**config.mk**
```make
export PLATFORM = sky130hd
export DESIGN_NAME = bcd_to_bin_seq
export DESIGN_NICKNAME = d
export VERILOG_FILES = /design/src/rtl/bcd_to_bin_seq.sv
export SDC_FILE = /design/constraint.sdc
export NUM_CORES = 1
export LEC_CHECK = 0
export CORE_ASPECT_RATIO = 1.2
export CORE_MARGIN = 2
export CORE_UTILIZATION = 57
export DETAILED_ROUTE_END_ITERATION = 8
export MAX_ROUTING_LAYER = met4
export PLACE_DENSITY_LB_ADDON = 0.25
export SETUP_SLACK_MARGIN = 0.1
export SLEW_MARGIN = 30
export SYNTH_ARGS = -nofsm -noshare
export SYNTH_HDL_FRONTEND = slang
export SYNTH_SLANG_ARGS = --single-unit
```
**constraint.sdc**
```tcl
create_clock -name clk_i -period 2.6 [get_ports clk_i]
set_input_delay 0.39 -clock clk_i [delete_from_list [all_inputs] [get_ports clk_i]]
set_output_delay 0.39 -clock clk_i [all_outputs]
set_load 0.02 [all_outputs]
```
**src/rtl/bcd_to_bin_seq.sv**
```systemverilog
// Sequential 4-digit packed-BCD to 16-bit binary converter (reverse double-dabble,
// one shift/adjust iteration per clock) with start/busy/done handshake and digit check.
//
// state | meaning
// IDLE  | waiting for start_i; malformed operands are flagged here without converting
// CONV  | 16 shift-right / subtract-3 iterations on the working register
module bcd_to_bin_seq (
   input  logic        clk_i,
   input  logic        rst_ni,
   input  logic        start_i,
   input  logic [15:0] bcd_i,
   output logic        busy_o,
   output logic        done_o,
   output logic        err_o,
   output logic [15:0] bin_o
);

   typedef enum logic {IDLE, CONV} state_t;

   state_t      state_q, state_d;
   logic [31:0] w_q, w_d;
   logic [3:0]  cnt_q, cnt_d;
   logic        busy_q, busy_d;
   logic        done_q, done_d;
   logic        err_q, err_d;
   logic [15:0] bin_q, bin_d;

   logic [31:0] w_shift;
   logic [31:0] w_adj;
   logic        bcd_bad;

   // One iteration: logical shift right, then each BCD nibble >= 8 loses 3 (no inter-nibble carry).
   always_comb begin
      w_shift = w_q >> 1;
      w_adj   = w_shift;
      for (int i = 4; i < 8; i++) begin
         if (w_shift[4*i +: 4] >= 4'd8) begin
            w_adj[4*i +: 4] = w_shift[4*i +: 4] - 4'd3;
         end
      end
   end

   always_comb begin
      bcd_bad = 1'b0;
      for (int i = 0; i < 4; i++) begin
         if (bcd_i[4*i +: 4] > 4'd9) begin
            bcd_bad = 1'b1;
         end
      end
   end

   always_comb begin
      state_d = state_q;
      w_d     = w_q;
      cnt_d   = cnt_q;
      busy_d  = busy_q;
      done_d  = 1'b0;
      err_d   = err_q;
      bin_d   = bin_q;
      case (state_q)
         IDLE: begin
            if (start_i) begin
               if (bcd_bad) begin
                  err_d  = 1'b1;
                  bin_d  = 16'h0;
                  done_d = 1'b1;
               end else begin
                  w_d     = {bcd_i, 16'h0};
                  err_d   = 1'b0;
                  cnt_d   = 4'd0;
                  busy_d  = 1'b1;
                  state_d = CONV;
               end
            end
         end
         CONV: begin
            w_d   = w_adj;
            cnt_d = cnt_q + 4'd1;
            if (cnt_q == 4'd15) begin
               bin_d   = w_adj[15:0];
               done_d  = 1'b1;
               busy_d  = 1'b0;
               state_d = IDLE;
            end
         end
         default: begin
            state_d = IDLE;
            busy_d  = 1'b0;
         end
      endcase
   end

   always_ff @(posedge clk_i or negedge rst_ni) begin
      if (!rst_ni) begin
         state_q <= IDLE;
         w_q     <= 32'h0;
         cnt_q   <= 4'd0;
         busy_q  <= 1'b0;
         done_q  <= 1'b0;
         err_q   <= 1'b0;
         bin_q   <= 16'h0;
      end else begin
         state_q <= state_d;
         w_q     <= w_d;
         cnt_q   <= cnt_d;
         busy_q  <= busy_d;
         done_q  <= done_d;
         err_q   <= err_d;
         bin_q   <= bin_d;
      end
   end

   assign busy_o = busy_q;
   assign done_o = done_q;
   assign err_o  = err_q;
   assign bin_o  = bin_q;

endmodule
```
==> impl_results.md <==
- Switch Pwr: approximately 1.1 mW
- Setup violators final: 0
- Gr usage total: between 20% and 30%
- Worst flop-to-flop path startpoint: state_q
- RSZ-0062 raised after global routing: false
- Boundary Pins: 38
- Power share of the sequential group: about half
- F_max: roughly 0.5 GHz
- First-pass GRT wire length: between 8 and 9 mm
- Clk pwr share: around 14%
- Number of CTS-inserted buffers: 5
- Setup CP Type: input pin to flip-flop
- Worst Path Buf+Inv: 2
- DRT Pass-1 Iters: 4
- Worst setup SP type: input pin
- Largest net degree at the start of global routing: 28
- Worst skew pair latency: around 310 ps
- Hold crit path type: input pin to async pin
- Worst R2R Setup Slack: roughly 620 ps
- Crit-path slowest cell: a21oi_4
- H-tree level count: 2
- Root buf cell: clkbuf_8
- Gate power share: 37.4%
- Leakage power: around 1.3 nW
- Initial Util: roughly 60%
- Max cap viols: 0
- Clock Tree Buf Depth: 2
- Crit-path cells: clkdlybuf4s50_1 > o21ai_1 > and4_4 > a21oi_4 > buf_4 > a22o_1
- CP startpoint: bcd_i[10]
- Syn avg cell area: approximately 13 um^2
- Slowest stage delay, CP: approximately 520 ps
- FF-to-FF path depth: 3
- Area grow syn2layout: 20.6%
- Nets: ~250
- Row count: 25
- Global route total overflow: 0
- Core ar.: slightly below 4000 um^2
- Slew of the pin with the lowest slew margin: approximately 840 ps
- Critical R2R Capture: bin_o[14]
- Switching Share: between 30% and 40%
- Yosys reg bits: 55
- Post-CTS Setup Bufs: 0
- Critical path endpoint: cnt_q[2]
- Cell area power density: about 1000 nW/um^2
- Overall power: slightly below 3 mW
- Top cell type's share of synthesized area: between 50% and 60%
- Status: finished, final reports clean
- Placed Area: between 2000 and 3000 um^2
- Tcrit/Tclk final: about 77%
- Width of the die: around 63 um
- Pint: 1.92 mW
- Area leader, netlist: dfrtp_1
- Hpwl dp: approximately 3.4 mm
- Setup Skew: 11.9 ps
- DR vias/cell: 5.94
- # hold bufs at CTS: 1
- Tmin final: 1990 ps
- Final antenna-violating net count: 0
- Adder-Cell Fraction of Synth Area: roughly 3.7%
- DRC violations left: 0
- Worst-path fanout max: 23
- Multiplexer share of the synthesized area: 1.73%
- Die Area: approximately 4700 um^2
- Hold Slack: 496 ps
- Ys Warns: 0
- Dpl ws: a little over 300 ps
- Simple-Gate Fraction of Synth Area: 8.12%
- PnR worst setup slack: approximately 600 ps
- Layout filler cell count: roughly 290
- Total Neg Setup Slack: 0 ps
- Initial DRC Count: between 100 and 150
- Post-CTS Resized: 0
- Post-Route WL: about 4.9 mm
- Sequential-to-total area share from yosys stat: between 50% and 60%
- Hold violation count in the final report: 0
- Post-synthesis compound-gate area fraction: roughly 22%
- Worst path top cell family by delay: compound AO/OA/AOI/OAI gates
- WP data required: ~2800 ps
- Final estimated routing congestion in global placement: roughly 0.81
- Element type at the critical path end: flip-flop
- Yosys cell types: 27
- Antenna violations before repair: 0
- # port buffers: 37
- Vias: 1651
- Largest family of logic cells by synthesized area: compound AO/OA/AOI/OAI gates
- CTS tree: built
- Max transition margin: 43.8%
- VDD IR max: 0.619 mV
- Synth Cell Area: ~2400 um^2
- Synth Instances: 186
- CTS Sinks: 55
- Crit path arrival time: between 2000 and 2500 ps
- Cell area after layout: 2880 um^2
- Drt wl/cell: approximately 18 um
- Post-Synth XOR/XNOR Area: approximately 2.9%
- Antenna cell count: 0
- Worst-path clk slew: ~90 ps
- Vias in the first global route: around 1700
- Max-slew violations: 0
- Die Y: approximately 75 um
- Synth area leaders: dfrtp_1 58%, a22o_1 12%, a221o_1 6.3%
- Layout cells sized above 1: roughly 7.6%
- WP depth: 6
- Syn_nets: approximately 210
## metrics by stage
stage	utilization (%)	instances
after floorplan	-	186
after detailed placement	70.5	271
final	72.6	278
after global routing	72.6	278
after CTS	72.6	278
after global placement	70.5	271
## cells by family after synthesis
group / after synthesis
AOI/OAI and AO/OA: 61
xor gates and xnor gates: 8
adders and majority gates: 7
buffers and inverters: 19
DFF: 55
muxes: 4
and+or+nand+nor: 32
## synth_stat cells
library cell,count
mux2i_1,3
and4_4,1
dfrtp_1,55
ha_1,7
xnor2_1,4
nor2b_1,3
buf_2,6
clkbuf_1,3
buf_4,1
a21oi_4,2
nand2_1,3
o21ai_0,1
o21ai_1,4
nand4_2,1
and4_1,1
mux2_2,1
xor2_1,4
inv_1,8
and2_1,9
a21oi_1,5
nand2b_1,3
a22o_1,34
nor2_1,8
buf_6,1
a221o_1,15
nand3_1,2
nor3_4,1
## worst reg2reg max path, cell delays in order, from the launching register on
cell	delay, ps
dfrtp_1	900
and4_1	590
a21oi_4	160
a22o_1	230
## flip-flops by register name, summed over array words and instances, names as in the netlist
register	cells
state_q	1
err_o	1
w_q	31
cnt_q	4
busy_o	1
done_o	1
bin_o	16
## final cells by class
type	instances	area, um^2	share of cell area (%)
multi-input cells	112	923	32.0
flip-flops and latches	55	1380	47.7
well taps	54	67.6	2.34
repair buffers	43	413	14.3
clock buffers	6	72.6	2.52
inverters	8	30.0	1.04
## worst min path at each step
| stage | to | slack [ps] | cells past startpoint |
|---|---|---|---|
| after floorplan | bin_o[0] | 90 | 0 |
| final | w_q[24] | 500 | 2 |
| after global routing | w_q[23] | 510 | 2 |
| after global placement | w_q[23] | 290 | 1 |
| after detailed placement | w_q[23] | 290 | 1 |
| after CTS | w_q[23] | 490 | 2 |
## power groups by stage
| stage | clock network (mW) | logic, mW | registers [mW] |
|---|---|---|---|
| floorplan | 0 | 0.665 | 1.47 |
| global placement | 0 | 1.07 | 1.43 |
| detailed placement | 0 | 1.12 | 1.45 |
| CTS | 0.441 | 1.13 | 1.44 |
| global route | 0.474 | 1.21 | 1.48 |
| finish | 0.424 | 1.11 | 1.44 |
## layout by cell type (no fill, tap or decap), drive strengths merged
| cell | n |
|---|---|
| a21oi | 7 |
| a221o | 15 |
| a22o | 34 |
| and2 | 9 |
| and4 | 2 |
| buf | 6 |
| clkbuf | 6 |
| clkdlybuf4s50 | 36 |
| dfrtp | 55 |
| dlygate4sd3 | 1 |
| ha | 7 |
| inv | 8 |
| mux2 | 1 |
| mux2i | 3 |
| nand2 | 3 |
| nand2b | 3 |
| nand3 | 2 |
| nand4 | 1 |
| nor2 | 8 |
| nor2b | 3 |
| nor3 | 1 |
| o21ai | 5 |
| xnor2 | 4 |
| xor2 | 4 |
## metal layers
layer / share of wire [%] / routed length [um] / vias up / global-route usage, %
li1: - / - / 758 / -
met1: 45 / 2200 / 847 / 31.5
met2: 50 / 2450 / 37 / 36.6
met3: 3.6 / 178 / 9 / 4.19
met4: 1.4 / 68 / 0 / 10.9
met5: 0 / 0 / - / -
Power figures use the tool's default switching activity.
